## config.mk

```make
export PLATFORM = sky130hd
export DESIGN_NAME = piso_shift_tx_flat
export DESIGN_NICKNAME = d
export VERILOG_FILES = /design/src/rtl/piso_shift_tx_if.sv /design/src/rtl/piso_shift_tx.sv /design/src/flat_wrapper.sv
export SDC_FILE = /design/constraint.sdc
export NUM_CORES = 1
export LEC_CHECK = 0
export ABC_AREA = 1
export CORE_UTILIZATION = 53
export CTS_CLUSTER_DIAMETER = 40
export DETAILED_ROUTE_END_ITERATION = 10
export GPL_ROUTABILITY_DRIVEN = 0
export HOLD_SLACK_MARGIN = 0.15
export PLACE_DENSITY = 0.88
export SLEW_MARGIN = 10
export SYNTH_ARGS = -nofsm -noshare
export SYNTH_HDL_FRONTEND = slang
export SYNTH_SLANG_ARGS = --single-unit
```

## constraint.sdc

```tcl
create_clock -name clk -period 3.5 [get_ports clk]
set_clock_uncertainty 0.1 [all_clocks]
set_input_delay 0.7 -clock clk [delete_from_list [all_inputs] [get_ports clk]]
set_output_delay 0.7 -clock clk [all_outputs]
set_load 0.01 [all_outputs]
```

## src/rtl/piso_shift_tx_if.sv

```systemverilog
// Handshake and serial-output bundle for piso_shift_tx.
// The master side loads words; the slave side is the transmitter itself.
interface piso_shift_tx_if #(
  parameter int WIDTH = 4
);
  logic             load_valid;
  logic             load_ready;
  logic [WIDTH-1:0] din;
  logic             dir;
  logic             hold;
  logic             sout;
  logic             sout_valid;
  logic             frame_start;
  logic             frame_end;
  logic             busy;

  modport master (
    output load_valid, din, dir, hold,
    input  load_ready, sout, sout_valid, frame_start, frame_end, busy
  );

  modport slave (
    input  load_valid, din, dir, hold,
    output load_ready, sout, sout_valid, frame_start, frame_end, busy
  );
endinterface

```

## src/rtl/piso_shift_tx.sv

```systemverilog
// Parallel-in/serial-out transmitter, LSB- or MSB-first, with hold and framing strobes.
// Define PISO_PARITY_EN to append an even-parity bit to every frame.
module piso_shift_tx #(
  parameter int WIDTH = 4
) (
  input  logic            clk,
  input  logic            rst,
  piso_shift_tx_if.slave  bus
);
  localparam int CW = $clog2(WIDTH + 1);

  localparam logic [1:0] IDLE  = 2'd0;
  localparam logic [1:0] SHIFT = 2'd1;
  localparam logic [1:0] PAR   = 2'd2;

  logic [1:0]       state;
  logic [WIDTH-1:0] sreg;
  logic [CW-1:0]    cnt;
  logic             dir_q;
  logic             sout_q;
  logic             vld_q;
  logic             start_q;
  logic             end_q;
  logic             last_data;
  logic             last_bit;
  logic             accept;
`ifdef PISO_PARITY_EN
  logic             par_q;
`endif

  function automatic logic pick_bit(input logic [WIDTH-1:0] w, input logic d);
    return d ? w[WIDTH-1] : w[0];
  endfunction

  function automatic logic [WIDTH-1:0] shift_one(input logic [WIDTH-1:0] w, input logic d);
    return d ? {w[WIDTH-2:0], 1'b0} : {1'b0, w[WIDTH-1:1]};
  endfunction

  // The early-accept window is the final bit of the frame: parity if present, else the last data bit.
  assign last_data = (state == SHIFT) && (cnt == CW'(1));
`ifdef PISO_PARITY_EN
  assign last_bit  = (state == PAR);
`else
  assign last_bit  = last_data;
`endif

  always_comb begin
    bus.load_ready = 1'b0;
    if (!rst)
      bus.load_ready = (state == IDLE) || (last_bit && !bus.hold);
  end

  assign accept = bus.load_valid && bus.load_ready;

  // sreg holds the bits still to be sent; the bit on sout has already been shifted out.
  always_ff @(posedge clk) begin
    if (rst) begin
      state   <= IDLE;
      sreg    <= '0;
      cnt     <= '0;
      dir_q   <= 1'b0;
      sout_q  <= 1'b0;
      vld_q   <= 1'b0;
      start_q <= 1'b0;
      end_q   <= 1'b0;
`ifdef PISO_PARITY_EN
      par_q   <= 1'b0;
`endif
    end else if (accept) begin
      state   <= SHIFT;
      sreg    <= shift_one(bus.din, bus.dir);
      cnt     <= CW'(WIDTH);
      dir_q   <= bus.dir;
      sout_q  <= pick_bit(bus.din, bus.dir);
      vld_q   <= 1'b1;
      start_q <= 1'b1;
      end_q   <= 1'b0;
`ifdef PISO_PARITY_EN
      par_q   <= ^bus.din;
`endif
    end else if (state != IDLE && bus.hold) begin
      vld_q   <= 1'b0;
      start_q <= 1'b0;
      end_q   <= 1'b0;
    end else begin
      case (state)
        SHIFT: begin
          cnt     <= cnt - CW'(1);
          start_q <= 1'b0;
          if (cnt > CW'(1)) begin
            sout_q <= pick_bit(sreg, dir_q);
            sreg   <= shift_one(sreg, dir_q);
            vld_q  <= 1'b1;
`ifdef PISO_PARITY_EN
            end_q  <= 1'b0;
`else
            end_q  <= (cnt == CW'(2));
`endif
          end else begin
`ifdef PISO_PARITY_EN
            state  <= PAR;
            sout_q <= par_q;
            vld_q  <= 1'b1;
            end_q  <= 1'b1;
`else
            state  <= IDLE;
            vld_q  <= 1'b0;
            end_q  <= 1'b0;
`endif
          end
        end
        PAR: begin
          state   <= IDLE;
          vld_q   <= 1'b0;
          start_q <= 1'b0;
          end_q   <= 1'b0;
        end
        default: begin
          state   <= IDLE;
          vld_q   <= 1'b0;
          start_q <= 1'b0;
          end_q   <= 1'b0;
        end
      endcase
    end
  end

  assign bus.sout        = sout_q;
  assign bus.sout_valid  = vld_q;
  assign bus.frame_start = start_q;
  assign bus.frame_end   = end_q;
  assign bus.busy        = (state != IDLE);
endmodule

```

## src/flat_wrapper.sv

```systemverilog
// flat-port wrapper written by rule: the top's interface ports become plain ports
module piso_shift_tx_flat 
#(
  parameter int WIDTH = 4
)
  (clk, rst, bus_load_valid, bus_din, bus_dir, bus_hold, bus_load_ready, bus_sout, bus_sout_valid, bus_frame_start, bus_frame_end, bus_busy);
  piso_shift_tx_if #(.WIDTH(WIDTH)) bus_i ();
  input  logic clk;
  input  logic rst;
  input wire logic [$bits(bus_i.load_valid)-1:0] bus_load_valid;
  input wire logic [$bits(bus_i.din)-1:0] bus_din;
  input wire logic [$bits(bus_i.dir)-1:0] bus_dir;
  input wire logic [$bits(bus_i.hold)-1:0] bus_hold;
  output wire logic [$bits(bus_i.load_ready)-1:0] bus_load_ready;
  output wire logic [$bits(bus_i.sout)-1:0] bus_sout;
  output wire logic [$bits(bus_i.sout_valid)-1:0] bus_sout_valid;
  output wire logic [$bits(bus_i.frame_start)-1:0] bus_frame_start;
  output wire logic [$bits(bus_i.frame_end)-1:0] bus_frame_end;
  output wire logic [$bits(bus_i.busy)-1:0] bus_busy;
  assign bus_i.load_valid = bus_load_valid;
  assign bus_i.din = bus_din;
  assign bus_i.dir = bus_dir;
  assign bus_i.hold = bus_hold;
  assign bus_load_ready = bus_i.load_ready;
  assign bus_sout = bus_i.sout;
  assign bus_sout_valid = bus_i.sout_valid;
  assign bus_frame_start = bus_i.frame_start;
  assign bus_frame_end = bus_i.frame_end;
  assign bus_busy = bus_i.busy;
  piso_shift_tx #(.WIDTH(WIDTH)) u_core (.clk(clk), .rst(rst), .bus(bus_i));
endmodule
```

; ---- Word level (Yosys, flattened, before mapping)
; Cells that the tools add are included.
; W data, S select, Z words.
[op_classes]
n_reduce_logical = 17
mux = 25
bitwise = 3
n_addsub = 1
n_lt_le_gt_ge = 1
n_eq_ne = 6
[op_table]
columns = cell, n
row1 = $mux W4, 6
row2 = $mux W1, 14
row3 = $mux W3, 3
row4 = $reduce_and A2 Y1, 4
row5 = $reduce_bool A2 Y1, 3
row6 = $reduce_or A5 Y1, 1
row7 = $logic_and A1 B1 Y1, 4
row8 = $mux W2, 2
row9 = $eq A3 B1 Y1 const B, 1
row10 = $eq A3 B2 Y1 const B, 1
row11 = $gt A3 B1 Y1 const B, 1
row12 = $ne A3 B2 Y1 const B, 1
row13 = $not A1 Y1, 3
row14 = $reduce_and A3 Y1, 1
row15 = $sub A3 B1 Y3 const B, 1
row16 = $eq A2 B1 Y1 const B, 1
row17 = $logic_not A2 Y1, 1
row18 = $ne A2 B1 Y1 const B, 1
row19 = $ne A2 B2 Y1 const B, 1
row20 = $reduce_or A2 Y1, 1
row21 = $logic_not A1 Y1, 1
row22 = $logic_or A1 B1 Y1, 1
[word_totals]
elab_cells = 63
reg_bits = 14
inputBits = 9
output_inout_bits = 6

; ---- Logic depth before layout (Yosys ltp)
[logic_depth]
word_depth = 8
ltp_mapped = 10
mapped_depth_nobuf = 9

; ---- Worst setup path before layout
; Ideal clock, no wire load.
[synth_timing]
kind = in2out
start = input rst
end = output bus_load_ready
n_path_buf = 0
required_ps = 2700
t_arrival_ps = 1060
slack_ps = 1640
path_stages = 3
cell_sequence = inv_2 -> nand2_2 -> nor2_1
[synth_via]
elab_chain_cells = 1
[synth_lines]
columns = element, line
row1 = from (decl), flat_wrapper.sv:9  ; input logic rst;
row2 = $mux W1, piso_shift_tx.sv:49  ; if (!rst)
row3 = to (decl), flat_wrapper.sv:14  ; output wire logic [$bits(bus_i.load_ready)-1:0] bus_load_ready;
; Every way passes these cells.

; ---- Worst setup path after layout
; Ends and elaborated chain as after synthesis.

==> flow_summary_export.csv <==
group,metric,value,unit
final_layout,area.growth.synth_to_final,21.5,%
synth,synth-warning-count,0,
placed_design,placed_area,913,sq um
final_layout,commonest_non_fill_non_tap_cell_in_the_layout,"nand2_1",
die,initial_utilization,58.0,%
min_path,hold_path.startpoint,"u_core.cnt[2]",
worst_setup_path,timing.critical_path.to_type,"output pin",
final_layout,finish.instance_area,940,sq um
pwr,switching_share,31.4,%
worst_setup_path,crit_type,"primary input to output pin",
route,detailedRoute.firstPassIterationCount,4,
global_route,grt-ovfl-total,0,
placed_design,io_buffers,14,
placed_design,post-dp-hpwl,1.42,mm
route,post-route-drc-count,0,
worst_setup_path,critPathMaxStageDelay,560,ps
synth,synth_area_leader_cell,"dfxtp_1",
timing,clock.fmax,335,MHz
route,drtIter0Drc,27,
worst_setup_path,worst_path_max_delay_cell,"clkdlybuf4s50_1",
final_layout,multi_input_area,428,sq um
synth,syn_avg_cell_area,6.55,sq um
final_layout,most-common-layout-cells,"38 x nand2_1, 18 x nor2_1, 14 x clkdlybuf4s50_1",
worst_setup_path,crit_fanout,6,
clock_network,post_cts_buffers,0,
pwr,p_int,0.242,mW
pwr,powerDensity,375,nW/um^2
global_route,grt_pass1_vias,707,
global_route,antenna_found_initial,0,
timing,tightest_slew,310,ps
pwr,seqPwrFrac,47.8,%
final_layout,antenna-diode-count,0,
min_path,worstHoldPathCells,3,
timing,slew_violations,0,
timing,fin_worst_hold_slack,480,ps
pwr,share_clk_of_total_power,26.4,%
die,fp.dieArea,1620,sq um
final_layout,fillers,127,
clock_network,clock_tree.buffer_depth,2,
clock_network,cts.reportedPaths.clkPinSlew,80,ps
pwr,vdd_drop_max,0.239,mV
global_route,first_pass_grt_wire_length,2.76,mm
final_layout,layout-drive-gt1-share,10.4,%
synth,synthTopCellsByArea,"dfxtp_1 34%, nand2_1 18%, nor2_1 8.7%",
clock_network,clock-sinks,13,
clock_network,clock_tree_from_tritoncts,"yes",
die,coreArea,1330,sq um
die,num_rows,13,
worst_setup_path,startpoint_type,"primary input",
pwr,post-layout-total-power,0.353,mW
route,totalWireLength,1.79,mm
route,final_antenna_net_count,0,
clock_network,resize_count_post_cts,0,
synth,synthesis.area,773,sq um
worst_setup_path,setup.worst_path.start,"rst",
min_path,min-delay-path-class,"flop to flop",
worst_setup_path,timing.critical_path.depth,5,
die,die_y,40.2,um
outcome,run_status,"complete, no violations",
global_route,grt_start_max_net_pins,15,
worst_setup_path,timing.critical_path.cells,"clkdlybuf4s50_1 -> inv_2 -> nand2_2 -> nor2_1 -> clkdlybuf4s50_1",
timing,grt_setup_unrepaired,"false",
synth,synthesis.nets,130,
synth,synth_seq_area_share,33.7,%
clock_network,clk_latency,280,ps
timing,layout_min_cycle_time,2990,ps
final_layout,design.final.nets,147,
route,detailroute.via_count,806,
global_route,total_routing_resource_utilization_after_global_routing,26.9,%
worst_setup_path,crit_path_frequent_cell,"clkdlybuf4s50_1",
clock_network,clock-root-buffer,"clkbuf_4",
pwr,power.leakage,0.449,nW
die,pin_count,15,
pwr,power.net_switching,0.111,mW
die,die_x_extent,40.2,um
worst_setup_path,r2r.worst_path.cells,8,
timing,final_hold_viol_count,0,
synth,synth.ff_latch_count,13,
route,routed_len_inst,12.0,um
pwr,combPwrFrac,25.8,%
worst_setup_path,worst-endpoint-required,2700,ps
clock_network,cts_hold_buf,0,
timing,setup_total_negative_slack,0,ps
timing,finalSetupViolCount,0,
synth,synthDominantCellAreaShare,33.7,%
run,max_capacitance_violation_total,0,
route,avgViaCountPerCell,5.41,
worst_setup_path,critPathArrivalTime,2190,ps
clock_network,h_tree_levels,1,
clock_network,cts_buffers,3,
synth,synth_cell_types,22,
timing,layout_worst_path_cycle_share,85.4,%
worst_setup_path,worst_path_dominant_cell_family,"buffers and inverters",
final_layout,regArea,260,sq um
worst_setup_path,worst-path-buf-inv,3,
synth,post_synth_inst_count,118,
worst_setup_path,r2r_start,"u_core.cnt[1]",
timing,max-slew-margin-rel,79.3,%
Yosys cell counts (all sizes together):
library cell and number:
buf 1, ha 3, clkbuf 1, o21ai 4, xor2 1, a31oi 1
and3 1, nand3b 2, inv 17, nand4 6, nand2 41, nor2 18
nand3 6, dfxtp 13, a21oi 2, nor3 1
routing by layer:
metal  vias up  wire [um]  track usage [%]
li1        399          -                -
met1       379        725             25.3
met2        24        955             52.0
met3         4         85             10.0
met4         0         19             10.0
met5         -          0                0
cell families after synthesis:
family	count (synthesis)	synth area share, %
AOI/OAI and AO/OA	7	5.18
adders and majority gates	3	4.85
DFF	13	33.7
xor gates and xnor gates	1	1.13
and+or+nand+nor	75	44.2
buffers and inverters	19	11.0
worst min-delay path: stages, from the launching register on:
cell and delay (ps):
dfxtp_1 380, inv_2 80, nand2_1 60, nor2_1 30
final cells by class:
type / count / share of cell area, %
inverter: 17 / 7.06
tap: 15 / 2.00
timing repair buffer: 14 / 14.9
sequential: 13 / 27.7
clock buffer: 4 / 2.80
multi-input combinational: 86 / 45.5
path summary, 6_finish.rpt:
kind                                              to  slack, ps
worst max-delay path                  bus_load_ready        510
worst min-delay path            u_core.bus.frame_end        480
worst max register to register       u_core.bus.sout       1780
worst min register to register  u_core.bus.frame_end        480
stage by stage:
| step | instances | utilization (%) | worst slack, ps |
|---|---|---|---|
| after floorplan | 118 | - | 1640 |
| after global placement | 145 | 68.5 | 538 |
| after detailed placement | 145 | 68.5 | 526 |
| after CTS | 149 | 70.5 | 512 |
| after global routing | 149 | 70.5 | 415 |
| final | 149 | 70.5 | 511 |
power groups by stage:
stage	clock (mW)	combinational, mW	sequential, mW
after floorplan	0	0.0576	0.171
after global placement	0	0.0864	0.171
after detailed placement	0	0.0899	0.172
after CTS	0.0976	0.0908	0.169
after global routing	0.103	0.101	0.170
final	0.0931	0.0911	0.169
sequential cells by signal (all words and copies together) (netlist names):
signal                  cells
u_core.dir_q                1
u_core.bus.sout             1
u_core.state                1
u_core.cnt                  3
u_core.bus.frame_start      1
u_core.sreg                 4
u_core.bus.frame_end        1
u_core.bus.sout_valid       1
No activity file was read; power rests on OpenSTA's default activity.
